$ cat src/rtl/icache_fill_ctrl.sv
// Direct-mapped instruction cache (LINES x 4 x 16b) with a miss/refill controller
// that streams 4-word lines in from a fixed-latency pipelined instruction memory.
module icache_fill_ctrl #(
    parameter int LINES   = 16,
    parameter int MEM_LAT = 2
) (
    input  logic        clk,
    input  logic        rst,
    input  logic [15:0] addr,
    input  logic        rd_en,
    output logic [15:0] instr,
    output logic        done,
    output logic        stall,
    output logic        err,
    output logic        mem_rd,
    output logic [15:0] mem_addr,
    input  logic        mem_valid,
    input  logic [15:0] mem_data
);
    localparam int IW = $clog2(LINES);
    localparam int TW = 16 - 3 - IW;
    // With very short memory latency the last return can land in the final FILL cycle.
    localparam bit EARLY_RET = (MEM_LAT < 1);

    typedef enum logic [1:0] {IDLE, FILL, DRAIN, COMPLETE} state_t;

    typedef struct packed {
        logic [TW-1:0] tag;
        logic [IW-1:0] idx;
        logic [1:0]    off;
    } miss_t;

    state_t state, state_nxt;
    miss_t  miss;
    logic [1:0] req_cnt, ret_cnt;

    logic [LINES-1:0]                 valid_q;
    logic [LINES-1:0][TW-1:0]         tag_q;
    logic [LINES-1:0][3:0][15:0]      data_q;

    logic [TW-1:0] a_tag;
    logic [IW-1:0] a_idx;
    logic [1:0]    a_off;
    logic          hit, accept, last_ret, start_fill;

    assign a_tag = addr[15:3+IW];
    assign a_idx = addr[3+IW-1:3];
    assign a_off = addr[2:1];
    assign hit   = valid_q[a_idx] && (tag_q[a_idx] == a_tag);

    assign accept     = mem_valid && (state == FILL || state == DRAIN);
    assign last_ret   = accept && (ret_cnt == 2'd3);
    assign start_fill = (state == IDLE) && rd_en && !addr[0] && !hit;

    always_ff @(posedge clk or negedge rst) begin
        if (!rst) state <= IDLE;
        else      state <= state_nxt;
    end

    always_comb begin
        state_nxt = state;
        case (state)
            IDLE:     if (start_fill) state_nxt = FILL;
            FILL:     if (req_cnt == 2'd3)
                          state_nxt = (EARLY_RET && last_ret) ? COMPLETE : DRAIN;
            DRAIN:    if (last_ret) state_nxt = COMPLETE;
            COMPLETE: state_nxt = IDLE;
            default:  state_nxt = IDLE;
        endcase
    end

    // Outputs are forced low while reset is held, even though IDLE would otherwise decode rd_en.
    always_comb begin
        instr    = '0;
        done     = 1'b0;
        stall    = 1'b0;
        err      = 1'b0;
        mem_rd   = 1'b0;
        mem_addr = '0;
        if (rst) begin
            case (state)
                IDLE: if (rd_en) begin
                    if (addr[0]) err = 1'b1;
                    else if (hit) begin
                        done  = 1'b1;
                        instr = data_q[a_idx][a_off];
                    end else stall = 1'b1;
                end
                FILL: begin
                    stall    = 1'b1;
                    mem_rd   = 1'b1;
                    mem_addr = {miss.tag, miss.idx, req_cnt, 1'b0};
                end
                DRAIN: stall = 1'b1;
                COMPLETE: begin
                    done  = 1'b1;
                    instr = data_q[miss.idx][miss.off];
                end
                default: ;
            endcase
        end
    end

    always_ff @(posedge clk or negedge rst) begin
        if (!rst) begin
            miss    <= '0;
            req_cnt <= '0;
            ret_cnt <= '0;
            valid_q <= '0;
        end else begin
            if (start_fill) begin
                miss    <= '{tag: a_tag, idx: a_idx, off: a_off};
                req_cnt <= '0;
                ret_cnt <= '0;
            end
            if (state == FILL) req_cnt <= req_cnt + 2'd1;
            if (accept)        ret_cnt <= ret_cnt + 2'd1;
            if (last_ret)      valid_q[miss.idx] <= 1'b1;
        end
    end

    // Tag and data arrays carry no reset; the valid bits alone gate hits.
    always_ff @(posedge clk) begin
        if (accept)   data_q[miss.idx][ret_cnt] <= mem_data;
        if (last_ret) tag_q[miss.idx] <= miss.tag;
    end
endmodule

$ cat config.mk
export PLATFORM = sky130hd
export DESIGN_NAME = icache_fill_ctrl
export DESIGN_NICKNAME = d
export VERILOG_FILES = /design/src/rtl/icache_fill_ctrl.sv
export SDC_FILE = /design/constraint.sdc
export NUM_CORES = 1
export LEC_CHECK = 0
export ABC_CLOCK_PERIOD_IN_PS = 4590
export BUFFER_PORTS_ARGS = -buffer_cell sky130_fd_sc_hd__buf_2
export CAP_MARGIN = 30
export CORE_ASPECT_RATIO = 1.2
export CORE_UTILIZATION = 63
export DETAILED_ROUTE_END_ITERATION = 8
export PLACE_DENSITY = 0.78
export SLEW_MARGIN = 15
export SYNTH_ARGS = -nofsm -noshare
export SYNTH_HDL_FRONTEND = slang
export SYNTH_SLANG_ARGS = --single-unit
export TNS_END_PERCENT = 30
$ cat constraint.sdc
create_clock -name clk -period 4.59 [get_ports clk]
set_input_delay 0.459 -clock clk [delete_from_list [all_inputs] [get_ports clk]]
set_output_delay 0.459 -clock clk [all_outputs]
set_load 0.1 [all_outputs]
==> impl_metrics.csv, run 1 <==
group,metric,value,unit
drt,wirelength,153900,um
layout,drive_above_1_share,42.96,%
drt,first_pass_iters,6,
global_route,grt_pass1_vias,30830,
timing,tightest_slew,1.087,ns
job,maxCapViolCount,0,
placed_design,dp_hpwl,89550,um
floorplanning,die_w,271.5,um
synth,ys_top_cells_by_area,"edfxtp_1 (64%), mux4_2 (27%), dfrtp_1 (1.7%)",
drt,vias,29780,
layout,nNetsFinal,2718,
drt,viasPerCell,7.627,
timing,period_share,99.04,%
layout,final_util,71.77,%
floorplanning,die_y,325.4,um
synth,yosysTopAreaCell,"edfxtp_1",
timing,slew_headroom,27.36,%
setup_path,path_class,"flip-flop to output port",
clock_network,root_buffer,"clkbuf_16",
power_and_ir_drop,ir_worst_vdd,508.5,uV
hold_path,hp-class,"input port to flip-flop",
clock_network,cts_tree,"done",
synth,synth_fp_nets,2545,
power_and_ir_drop,finalPower,31.90,mW
timing,finalWorstSetupSlack,0.04398,ns
synth,synth_edf_count,1168,
clock_network,htree_levels,3,
drt,post_drt_wl_per_cell,39.42,um
global_route,grt-ovfl-total,0,
floorplanning,ios,72,
synth,synth-async-reset-ratio,3.071,%
clock_network,cts_made_buffers,113,
global_route,grt_pass1_wl,220800,um
synth,synth_area,54900,um2
timing,finClkSkew,0.04574,ns
synth,ys_warn_count,0,
drt,drc_errors,0,
setup_path,cp_max_fo,23,
timing,fmax,220.0,MHz
setup_path,crit_required,4.13,ns
setup_path,worstPathArrival,4.09,ns
global_route,antenna_found_initial,5,
timing,setup_tns,0,ns
global_route,grt_max_degree,108,
layout,syn2layout_area_growth,12.73,%
outcome,status,"finished clean",
placed_design,pre_cts_ws,0.3975,ns
drt,ant_nets,0,
power_and_ir_drop,p_leak,19.83,nW
clock_network,clock_latency,0.71,ns
timing,maxSlewViolCount,0,
synth,syn_avg_cell_area,21.96,um2
synth,synth.distinct_cells,58,
floorplanning,die-area,88320,um2
placed_design,port_buffers,70,
synth,synth-seq-cells,1205,
floorplanning,coreArea,86220,um2
global_route,track_usage,35.91,%
setup_path,cp-start-kind,"flip-flop",
placed_design,gp_congestion,0.8788,
power_and_ir_drop,powerDensity,515.5,nW/um2
synth,synth_top_cells_by_count,"edfxtp_1 (1168), mux4_2 (667), nor2_1 (102)",
timing,setup_viol,0,
setup_path,critPathCaptureType,"output port",
clock_network,clk_pin_slew,0.06,ns
synth,synth_top_area_share,63.89,%
floorplanning,rows,118,
clock_network,clock-sinks,1205,
synth,synthFlopType,"edfxtp_1",
synth,yosysMostFrequentCell,"edfxtp_1",
synth,netlist_instances,2500,
timing,period_needed,4.546,ns
floorplanning,start_util,63.67,%
timing,hold_viol_final,0,
clock_network,clockBufferDepth,3,
synth,ys_seq_area_share,65.58,%
drt,drt_iter0_drc,4558,
==> logic make-up after synthesis <==
kind of cell / after synthesis / share of synthesized area, %
and+or+nand+nor: 221 / 1.999
other: 1 / 0.006831
xor gates and xnor gates: 15 / 0.2393
DFF: 1205 / 65.58
adders and majority gates: 9 / 0.2051
buffers and inverters: 193 / 1.541
muxes: 760 / 29.25
AOI/OAI and AO/OA: 96 / 1.176
==> registers in the layout, indices dropped and copies added (netlist names) <==
| signal | flops |
|---|---|
| data_q | 1024 |
| tag_q | 144 |
| valid_q | 16 |
| miss | 15 |
| req_cnt | 2 |
| ret_cnt | 2 |
| state | 2 |
==> per-stage QoR <==
stage	cells	hold slack [ns]	area, um2
2_1_floorplan	2500	0.1634	54900
3_3_place_gp	3675	0.4474	57760
3_5_place_dp	3677	0.4535	57800
4_1_cts	3887	0.04600	61560
5_1_grt	3903	0.05624	61880
6_report	3904	0.06640	61890
==> power breakdown <==
part | total (mW) | internal, mW | switching, mW
logic | 9.20 | 4.44 | 4.76
registers | 13.3 | 12.6 | 0.647
clock network | 9.43 | 5.33 | 4.10
==> final timing paths <==
check / slack [ns] / from / to / cells past startpoint
setup / recovery: 0.04 / miss[2] / instr[10] / 9
setup reg to reg: 1.48 / tag_q[27] / miss[12] / 8
min in group asynchronous: 0.43 / rst / state[0] / 3
hold / removal: 0.07 / addr[7] / miss[6] / 2
max in group asynchronous: 3.66 / rst / miss[4] / 3
hold reg to reg: 0.47 / valid_q[10] / valid_q[10] / 1
==> final cells by class <==
cell class | instances | area (um2)
diodes | 1 | 2.502
clock buffers | 136 | 3005
clock inverters | 69 | 693.2
fillers | 4906 | 24340
inverters | 6 | 22.52
multi-input cells | 1102 | 18260
flip-flops and latches | 1205 | 36010
well taps | 1140 | 1426
repair buffers | 245 | 2464
==> worst max-delay path, stage by stage, from the launching register on <==
cell	delay [ns]
dfrtp_4	0.60
buf_12	0.17
buf_16	0.21
buf_12	0.22
mux4_2	0.53
mux4_2	0.51
mux4_2	0.47
nor2b_1	0.14
a21o_1	0.26
buf_12	0.19
==> layout by cell type (no fill, tap or decap), types with 7 or more instances in the layout <==
| cell | instances |
|---|---|
| mux2_1 | 15 |
| nor2_1 | 37 |
| mux4_2 | 667 |
| mux2_2 | 18 |
| clkinv_1 | 24 |
| o221ai_1 | 12 |
| a21o_1 | 16 |
| xnor2_1 | 7 |
| clkinv_2 | 19 |
| clkbuf_8 | 8 |
| nor2_4 | 8 |
| or2_2 | 18 |
| nand2_1 | 23 |
| o21ai_0 | 11 |
| bufinv_16 | 12 |
| nor2b_1 | 27 |
| edfxtp_1 | 1168 |
| xor2_1 | 8 |
| nand3_1 | 11 |
| nor2_2 | 57 |
| dfrtp_1 | 33 |
| o22ai_1 | 11 |
| buf_4 | 137 |
| a21oi_1 | 26 |
| ha_1 | 9 |
| buf_2 | 47 |
| clkbuf_16 | 116 |
| clkbuf_1 | 15 |
| buf_12 | 48 |
| and3_1 | 17 |
| mux2i_1 | 56 |
==> what timing repair did <==
item                                   CTS  global route
endpoints found under the hold margin   37             0
hold buffers                             1             0
gates cloned                             0             2
buffers inserted                         4             4
setup endpoints to repair               12            11
resized for setup                        2             3
==> metal layers <==
metal	global-route usage [%]	part of all wire (%)
met2	55.76	48
met3	9.109	13
met4	18.84	6.1
met5	0	0.0078
met1	47.65	33
(Power assumes the default switching activity.)
==> run 2: changes to the inputs <==
--- a/config.mk
+++ b/config.mk
@@ -7,11 +7,10 @@
 export LEC_CHECK = 0
 export ABC_CLOCK_PERIOD_IN_PS = 4590
 export BUFFER_PORTS_ARGS = -buffer_cell sky130_fd_sc_hd__buf_2
-export CAP_MARGIN = 30
 export CORE_ASPECT_RATIO = 1.2
 export CORE_UTILIZATION = 63
 export DETAILED_ROUTE_END_ITERATION = 8
-export PLACE_DENSITY = 0.78
+export PLACE_DENSITY = 0.84
 export SLEW_MARGIN = 15
 export SYNTH_ARGS = -nofsm -noshare
 export SYNTH_HDL_FRONTEND = slang
==> run 2 against run 1 <==
Net effect: die area is the same; the flow now finishes with violations (setup timing); worst setup slack got worse by 0.072 ns; register-to-register slack worse by 0.27 ns; non-clock buffer count down 22; count of clock-buffer cells in the layout decreased by 9; worst hold slack worse by 0.052 ns; final cell count decreased by 0.33%; maximum frequency down 1.6%; critical path depth shrank 2; clock skew decreased by 0.0040 ns.
==> impl_metrics.csv, run 2 (same netlist as run 1, synthesis figures left out) <==
group,metric,value,unit
clock_network,clk_pin_slew,0.07,ns
drt,vias,31780,
timing,hold_viol_final,0,
drt,ant_nets,0,
drt,drc_errors,0,
power_and_ir_drop,p_leak,19.75,nW
setup_path,path_class,"flip-flop to output port",
global_route,grt_pass1_vias,32840,
global_route,grt-ovfl-total,0,
layout,largest_reg_flops,1024,
layout,syn2layout_area_growth,12.45,%
setup_path,critPathCaptureType,"output port",
global_route,track_usage,39.79,%
floorplanning,coreArea,86220,um2
global_route,grt_max_degree,124,
drt,viasPerCell,8.169,
layout,final_util,71.59,%
timing,slew_headroom,10.97,%
power_and_ir_drop,powerDensity,535.2,nW/um2
timing,maxSlewViolCount,0,
timing,grt_setup_unrepaired,"false",
drt,drt_iter0_drc,5023,
clock_network,cts_made_buffers,111,
placed_design,gp_congestion,0.9037,
clock_network,cts_tree,"done",
setup_path,crit_required,4.13,ns
floorplanning,start_util,63.67,%
timing,finClkSkew,0.04174,ns
drt,first_pass_iters,7,
setup_path,slowest_delay,0.82,ns
timing,tightest_slew,1.321,ns
timing,setup_viol,2,
clock_network,clock_latency,0.72,ns
outcome,failed_checks,"setup timing",
job,maxCapViolCount,0,
hold_path,worstHoldPathCells,2,
setup_path,cp-startpoint,"miss[3]",
global_route,antenna_found_initial,19,
setup_path,worstPathArrival,4.16,ns
clock_network,clockBufferDepth,3,
timing,period_share,100.6,%
outcome,status,"complete, but fails checks",
timing,period_needed,4.618,ns
setup_path,rr_startpoint,"miss[3]",
floorplanning,die_y,325.4,um
layout,top_register,"data_q",
placed_design,dp_hpwl,92830,um
setup_path,slowest_stage,"dfrtp_4",
floorplanning,rows,118,
setup_path,crit_top_cell,"mux4_2",
layout,final_common_cell,"edfxtp_1",
setup_path,cp_max_fo,50,
layout,reg_top3,"data_q (1024), tag_q (144), valid_q (16)",
clock_network,htree_levels,3,
setup_path,reg2reg_depth,5,
floorplanning,die_w,271.5,um
timing,finalWorstSetupSlack,-0.02778,ns
clock_network,root_buffer,"clkbuf_16",
floorplanning,ios,72,
power_and_ir_drop,ir_worst_vdd,463.2,uV
placed_design,postPlaceCellArea,57590,um2
setup_path,cp-start-kind,"flip-flop",
layout,final_area,61730,um2
layout,drive_above_1_share,42.78,%
hold_path,hold_start,"addr[15]",
clock_network,clock-sinks,1205,
global_route,grt_pass1_wl,242400,um
layout,final_cell_mix,"edfxtp_1 (1168), mux4_2 (667), buf_4 (127)",
floorplanning,die-area,88320,um2
layout,nNetsFinal,2694,
setup_path,crit_chain,"buf_12, mux4_2, mux4_2, mux4_2, nor2b_1, a21o_1, buf_12",
drt,wirelength,172800,um
placed_design,port_buffers,70,
hold_path,hp-class,"input port to flip-flop",
timing,fmax,216.6,MHz
drt,post_drt_wl_per_cell,44.40,um
run 2: where the power goes:
group | internal [mW] | switching [mW]
logic | 4.49 | 5.42
registers | 12.6 | 0.750
clock network | 5.46 | 4.30
total | 22.6 | 10.5
run 2: path summary, 6_finish.rpt:
kind	end	slack, ns
min in group asynchronous	miss[2]	0.52
min	miss[14]	0.01
min reg2reg	valid_q[10]	0.47
max	instr[6]	-0.03
max reg2reg	data_q[790]	1.21
max in group asynchronous	miss[3]	3.54
run 2: cell type report:
type,count,area [um2]
Clock inverter,81,909.6
Clock buffer,127,2869
Inverter,6,22.52
Fill cell,4564,24490
Sequential cell,1205,36020
Multi-Input combinational cell,1102,18230
Tap cell,1140,1426
Antenna cell,7,17.52
Timing Repair Buffer,223,2243
run 2: metal layers:
layer | GRT usage (%) | part of all wire [%]
met1 | 47.81 | 28
met2 | 60.53 | 47
met3 | 13.83 | 16
met4 | 28.16 | 9.2
met5 | 1.042 | 0.15
run 2: critical path, delay by kind of cell, from the launching register on:
kind / cells / cell delay [ns]
buffers and inverters: 2 / 0.62
and+or+nand+nor: 1 / 0.17
muxes: 3 / 1.48
AOI/OAI and AO/OA: 1 / 0.33
DFF: 1 / 0.82
run 2: what timing repair did:
| action | CTS | global route |
|---|---|---|
| hold endpoints to repair | 37 | 0 |
| hold buffers | 1 | 0 |
| setup buffers | 7 | 2 |
| endpoints found under the setup margin | 16 | 5 |
| gates cloned | 2 | 0 |
| gates resized for setup | 2 | 0 |
| pin swaps | 0 | 0 |
run 2: through the flow:
step                hold slack, ns  power, mW  cells  setup WS [ns]   TNS, ns
floorplan                   0.1634      19.24   2500         0.6289         0
global placement            0.4462      22.25   3661         0.2489         0
detailed placement          0.4506      22.52   3661         0.2113         0
CTS                       0.008465      32.45   3879        0.03263         0
global route               0.03462      33.46   3885        0.01093         0
finish                     0.01471      33.04   3891       -0.02778  -0.03650
